## src/rtl/spi_xip_bridge.sv

```systemverilog
// spi_xip_bridge: APB slave fronting an SPI master register port with XIP flash reads
module spi_xip_bridge #(
  parameter logic [31:0] FLASH_BASE = 32'h3000_0000,
  parameter logic [31:0] FLASH_MASK = 32'hF000_0000,
  parameter logic [31:0] SPI_BASE   = 32'h1000_1000,
  parameter int          ADDR_BITS  = 24,
  parameter logic [7:0]  READ_CMD   = 8'h03,
  parameter logic [15:0] DIVIDER    = 16'd1,
  parameter int          SS_INDEX   = 0,
  parameter bit          SWAP_BYTES = 1'b1,
  parameter int          POLL_LIMIT = 1024
) (
  input  logic        clock,
  input  logic        reset,
  input  logic        psel,
  input  logic        penable,
  input  logic        pwrite,
  input  logic [31:0] paddr,
  input  logic [31:0] pwdata,
  input  logic [3:0]  pstrb,
  output logic        pready,
  output logic [31:0] prdata,
  output logic        pslverr,
  output logic [4:0]  reg_adr,
  output logic [31:0] reg_dat_w,
  input  logic [31:0] reg_dat_r,
  output logic [3:0]  reg_sel,
  output logic        reg_we,
  output logic        reg_stb,
  input  logic        reg_ack,
  output logic        busy
);
  localparam int CW = $clog2(POLL_LIMIT + 1);
  typedef enum logic [3:0] {IDLE, ERR, PASS, TX1, DIV, SS, LEN, GO, POLL, RX, CLR, CLRE, DONE} state_t;
  state_t state, state_n;
  logic [CW-1:0] cnt, cnt_n;
  logic [23:0] addr_q, addr_n;
  logic [31:0] wdata_q, wdata_n, data_q, data_n, prdata_n, dat_n, op_dat, rx_word;
  logic [3:0] strb_q, strb_n, sel_n, op_sel;
  logic [4:0] adr_n, op_adr;
  logic write_q, write_n, pready_n, pslverr_n, we_n, stb_n, op_we, flash_hit, spi_hit;
  assign busy = state != IDLE;
  assign flash_hit = (paddr & FLASH_MASK) == FLASH_BASE;
  assign spi_hit = paddr[31:5] == SPI_BASE[31:5];
  assign rx_word = SWAP_BYTES ? {reg_dat_r[7:0], reg_dat_r[15:8], reg_dat_r[23:16], reg_dat_r[31:24]} : reg_dat_r;
  // Register operation issued by each step of the pass-through and XIP sequences
  always_comb begin
    op_adr = 5'h10;
    op_we = 1'b1;
    op_sel = 4'hF;
    op_dat = 32'h0;
    case (state)
      PASS: begin op_adr = addr_q[4:0]; op_we = write_q; op_sel = strb_q; op_dat = wdata_q; end
      TX1: begin op_adr = 5'h04; op_dat = {READ_CMD, 24'(addr_q[ADDR_BITS-1:0])}; end
      DIV: begin op_adr = 5'h14; op_dat = 32'(DIVIDER); end
      SS: begin op_adr = 5'h18; op_dat = 32'd1 << SS_INDEX; end
      LEN: op_dat = 32'h40;
      GO: op_dat = 32'h140;
      POLL: op_we = 1'b0;
      RX: begin op_adr = 5'h00; op_we = 1'b0; end
      CLR, CLRE: op_adr = 5'h18;
      default: ;
    endcase
  end
  // Next state, request handshake and APB response
  always_comb begin
    state_n = state;
    cnt_n = cnt;
    addr_n = addr_q;
    wdata_n = wdata_q;
    strb_n = strb_q;
    write_n = write_q;
    data_n = data_q;
    stb_n = reg_stb;
    adr_n = reg_adr;
    dat_n = reg_dat_w;
    sel_n = reg_sel;
    we_n = reg_we;
    pready_n = 1'b0;
    pslverr_n = 1'b0;
    prdata_n = 32'h0;
    case (state)
      IDLE: if (psel && penable) begin
        addr_n = paddr[23:0];
        wdata_n = pwdata;
        strb_n = pstrb;
        write_n = pwrite;
        cnt_n = '0;
        state_n = flash_hit ? (pwrite ? ERR : TX1) : spi_hit ? PASS : ERR;
      end
      ERR: begin pready_n = 1'b1; pslverr_n = 1'b1; state_n = DONE; end
      DONE: state_n = IDLE;
      default: if (!reg_stb) begin
        stb_n = 1'b1;
        adr_n = op_adr;
        dat_n = op_dat;
        sel_n = op_sel;
        we_n = op_we;
      end else if (reg_ack) begin
        stb_n = 1'b0;
        case (state)
          PASS: begin pready_n = 1'b1; prdata_n = write_q ? 32'h0 : reg_dat_r; state_n = DONE; end
          TX1: state_n = DIV;
          DIV: state_n = SS;
          SS: state_n = LEN;
          LEN: state_n = GO;
          GO: state_n = POLL;
          POLL: if (!reg_dat_r[8]) state_n = RX;
          else begin
            cnt_n = cnt + 1'b1;
            state_n = cnt == CW'(POLL_LIMIT - 1) ? CLRE : POLL;
          end
          RX: begin data_n = rx_word; state_n = CLR; end
          CLR: begin pready_n = 1'b1; prdata_n = data_q; state_n = DONE; end
          CLRE: begin pready_n = 1'b1; pslverr_n = 1'b1; state_n = DONE; end
          default: ;
        endcase
      end
    endcase
  end
  // State and registered outputs
  always_ff @(posedge clock) begin
    if (reset) begin
      state <= IDLE;
      cnt <= '0;
      addr_q <= '0;
      wdata_q <= '0;
      strb_q <= '0;
      write_q <= 1'b0;
      data_q <= '0;
      reg_stb <= 1'b0;
      reg_adr <= '0;
      reg_dat_w <= '0;
      reg_sel <= '0;
      reg_we <= 1'b0;
      pready <= 1'b0;
      pslverr <= 1'b0;
      prdata <= '0;
    end else begin
      state <= state_n;
      cnt <= cnt_n;
      addr_q <= addr_n;
      wdata_q <= wdata_n;
      strb_q <= strb_n;
      write_q <= write_n;
      data_q <= data_n;
      reg_stb <= stb_n;
      reg_adr <= adr_n;
      reg_dat_w <= dat_n;
      reg_sel <= sel_n;
      reg_we <= we_n;
      pready <= pready_n;
      pslverr <= pslverr_n;
      prdata <= prdata_n;
    end
  end
endmodule

```

## config.mk

```make
export PLATFORM = sky130hd
export DESIGN_NAME = spi_xip_bridge
export DESIGN_NICKNAME = d
export VERILOG_FILES = /design/src/rtl/spi_xip_bridge.sv
export SDC_FILE = /design/constraint.sdc
export NUM_CORES = 1
export LEC_CHECK = 0
export CAP_MARGIN = 20
export CORE_AREA = 2 2 124 126
export DETAILED_ROUTE_END_ITERATION = 8
export DIE_AREA = 0 0 126 128
export PLACE_DENSITY_LB_ADDON = 0.3
export SLEW_MARGIN = 20
export SYNTH_ARGS = -nofsm -noshare
export SYNTH_HDL_FRONTEND = slang
export SYNTH_SLANG_ARGS = --single-unit
```

## constraint.sdc

```tcl
create_clock -name clock -period 2.3 [get_ports clock]
set_input_delay 0.46 -clock clock [delete_from_list [all_inputs] [get_ports clock]]
set_output_delay 0.46 -clock clock [all_outputs]
set_load 0.03 [all_outputs]
```

==> results.ini <==
[drt]
ant_nets=0
drtIter0Drc=504
drc=0
first_pass_iters=5
vias=6708
wl_per_cell_microns=15.9
wl_microns=19600
via_per_inst=5.44

[setup_path]
path_cells=or2_2 -> a21oi_1 -> or2_2 -> buf_12 -> a22oi_1 -> nor2_1
cp-end-kind=register
cp_max_fo=26
crit_type=register to register
critical_path_arrival_ns=2.39
rrSetupSlack_ns=0.21
required_ns=2.60
rr_endpoint=reg_dat_w[5]$_SDFFE_PP0P_
crit_start=state[3]$_SDFFE_PP0P_
endpoint=reg_dat_w[5]$_SDFFE_PP0P_
slowest_stage=dfxtp_1
reg2reg_depth=6
rr_startpoint=state[3]$_SDFFE_PP0P_
critPathMostFrequentCell=or2_2
critical_path.max_stage_delay_ns=0.58
crit_path_start_kind=register

[timing]
tns_ns=0
rsz0062_at_grt=no
slew_headroom_pct=51.3
period_minus_slack_ns=2.09
setup_viol=0
hold_viol_final=0
drv_slew=0
worst_clock_skew_ns=0.00924
fmax_ghz=0.479
fin_crit_sh_pct=90.7
tightest_slew_ns=0.711

[floorplan]
die_width_microns=126
rows=45
start_util_pct=47.9
core_sq_um=14900
io_pins=184
die-height_microns=128
die_area_sq_um=16100

[cells_and_area]
layout.nets=1140
syn_to_final_growth_pct=37.5
drive_above_1_share_pct=7.55
layout_common_cells=nand2_1 (210), dfxtp_1 (185), clkdlybuf4s50_1 (180)
fin_area_sq_um=9800
final_common_cell=nand2_1
n_antenna_cell=0

[global_route]
antenna_found_initial=0
grt_start_max_net_pins=100
grt_pass1_vias=6247
grt_pass1_wl_microns=31300
grt.total_usage_pct=24.1
overflow=0

[pwr]
p_clk_share_pct=28.8
power.density_nw_per_um2=966
power.share.sequential_pct=39.3
combPwrFrac_pct=31.9
p_leak_nw=3.37
internal_power_mw=6.09
ir_drop_mv=0.747
switching_share_pct=35.7
power.switching_mw=3.37

[clocking]
clk_pin_slew_worst_paths_ns=0.07
cts_max_level=4
cts-resized-gates=1
root_buffer=clkbuf_16
cts_buffers=17
cts_tree=yes
cts_buffer_depth=2
cts.sinks=185
hold_buffers=0
cts_setup_buffers=0
insertion_delay_ns=0.43

[flow_run]
cap_violations=0

[synthesis]
async_reset_ff_share_pct=0
synth-edff-count=0
yosys_warnings=0
synth_ff_type=dfxtp_1
postSynthCellCount=868
ys_seq_area_share_pct=52.0
yosys_register_bits=185
ys_types=42
avgSynthCellArea_sq_um=8.21
netlist_area_sq_um=7130
syn_nets=975

[outcome]
outcome=completed

[placement]
io_buffers=183
dp_hpwl_microns=13200
placed_area_sq_um=9250
gp_congestion=0.894

[worst_hold_path]
hp-class=register to register

## power by group through the flow
| stage | Clock [mW] | Sequential [mW] | Combinational, mW |
|---|---|---|---|
| 4_1_cts | 2.77 | 3.71 | 3.02 |
| 3_5_place_dp | 0 | 3.79 | 3.01 |
| 3_3_place_gp | 0 | 3.78 | 2.99 |
| 5_1_grt | 2.89 | 3.75 | 3.28 |
| 2_1_floorplan | 0 | 3.85 | 1.73 |
| 6_report | 2.72 | 3.72 | 3.02 |
## layout make-up
class | instances | area (sq um)
Timing Repair Buffer | 215 | 2150
Sequential cell | 185 | 3700
Tap cell | 188 | 235
Clock inverter | 11 | 88.8
Multi-Input combinational cell | 608 | 3140
Inverter | 6 | 22.5
Clock buffer | 21 | 460
Fill cell | 1253 | 5060
## layer usage
layer / share of wire (%) / up-vias / global-route usage (%)
met5: 0 / - / 0
met4: 3.0 / 0 / 10.5
met3: 6.3 / 45 / 5.09
met2: 48 / 225 / 39.1
met1: 43 / 3135 / 31.0
li1: - / 3303 / -
## worst min-delay path by stage
| stage | start | endpoint | slack (ns) | depth (start not counted) |
|---|---|---|---|---|
| 6_report | wdata_q[23]$_SDFFE_PP0P_ | wdata_q[23]$_SDFFE_PP0P_ | 0.45 | 2 |
| 5_1_grt | reg_dat_w[27]$_SDFFE_PP0P_ | reg_dat_w[27]$_SDFFE_PP0P_ | 0.47 | 2 |
| 4_1_cts | wdata_q[23]$_SDFFE_PP0P_ | wdata_q[23]$_SDFFE_PP0P_ | 0.46 | 2 |
| 3_5_place_dp | wdata_q[21]$_SDFFE_PP0P_ | wdata_q[21]$_SDFFE_PP0P_ | 0.45 | 2 |
| 3_3_place_gp | addr_q[5]$_SDFFE_PP0P_ | addr_q[5]$_SDFFE_PP0P_ | 0.44 | 2 |
| 2_1_floorplan | wdata_q[0]$_SDFFE_PP0P_ | wdata_q[0]$_SDFFE_PP0P_ | 0.43 | 2 |
## logic make-up (layout without fill, tap and decap cells)
family / after synthesis / in the layout / synth area share, %
muxes: 3 / 3 / 0.439
buffers and inverters: 75 / 253 / 4.42
DFF: 185 / 185 / 52.0
AOI/OAI and AO/OA: 222 / 222 / 19.6
adders and majority gates: 1 / 1 / 0.176
and+or+nand+nor: 374 / 374 / 22.4
xor gates and xnor gates: 8 / 8 / 0.983
## worst max-delay path, delay by kind of cell, from the launching register on
| family | cells | cell delay [ns] |
|---|---|---|
| AND/OR/NAND/NOR | 3 | 0.84 |
| flip-flops | 1 | 0.58 |
| buffers and inverters | 1 | 0.25 |
| AO/OA/AOI/OAI | 2 | 0.29 |
## flip-flops by register name, indices dropped and copies added, names as in the netlist
register and count:
data_q 32, prdata 32, reg_dat_w 32, wdata_q 32, addr_q 24, cnt 11, reg_adr 5, reg_sel 4
state 4, strb_q 4, pready 1, pslverr 1, reg_stb 1, reg_we 1, write_q 1
## stage by stage
| stage | setup WS, ns | util, % | power, mW | std cells | hold WS, ns |
|---|---|---|---|---|---|
| final | 0.214 | 65.9 | 9.46 | 1234 | 0.454 |
| after global routing | 0.110 | 65.9 | 9.92 | 1234 | 0.471 |
| after CTS | 0.227 | 65.9 | 9.50 | 1234 | 0.456 |
| after detailed placement | 0.00434 | 62.2 | 6.80 | 1202 | 0.447 |
| after global placement | 0.0269 | 62.2 | 6.76 | 1202 | 0.441 |
| after floorplan | 0.216 | - | 5.59 | 868 | 0.431 |
## cells in the mapped netlist, drive strengths merged (2+ instances only)
master / count / area [sq um]
a2111oi: 2 / 36.3
a211o: 2 / 17.5
a211oi: 5 / 37.5
a21oi: 115 / 576
a22o: 21 / 184
a22oi: 55 / 413
a311oi: 3 / 26.3
a31oi: 3 / 18.8
and3: 3 / 18.8
buf: 21 / 113
clkbuf: 48 / 180
dfxtp: 185 / 3700
inv: 6 / 22.5
mux2i: 2 / 20.0
nand2: 210 / 788
nand2b: 5 / 31.3
nand3: 14 / 70.1
nand3b: 2 / 15.0
nand4: 10 / 83.8
nor2: 86 / 323
nor2b: 3 / 18.8
nor3: 19 / 95.1
nor4: 8 / 56.3
nor4b: 2 / 17.5
o21ai: 14 / 70.1
or2: 4 / 25.0
or3: 5 / 31.3
xor2: 8 / 70.1
No activity file was read; power rests on OpenSTA's default activity.
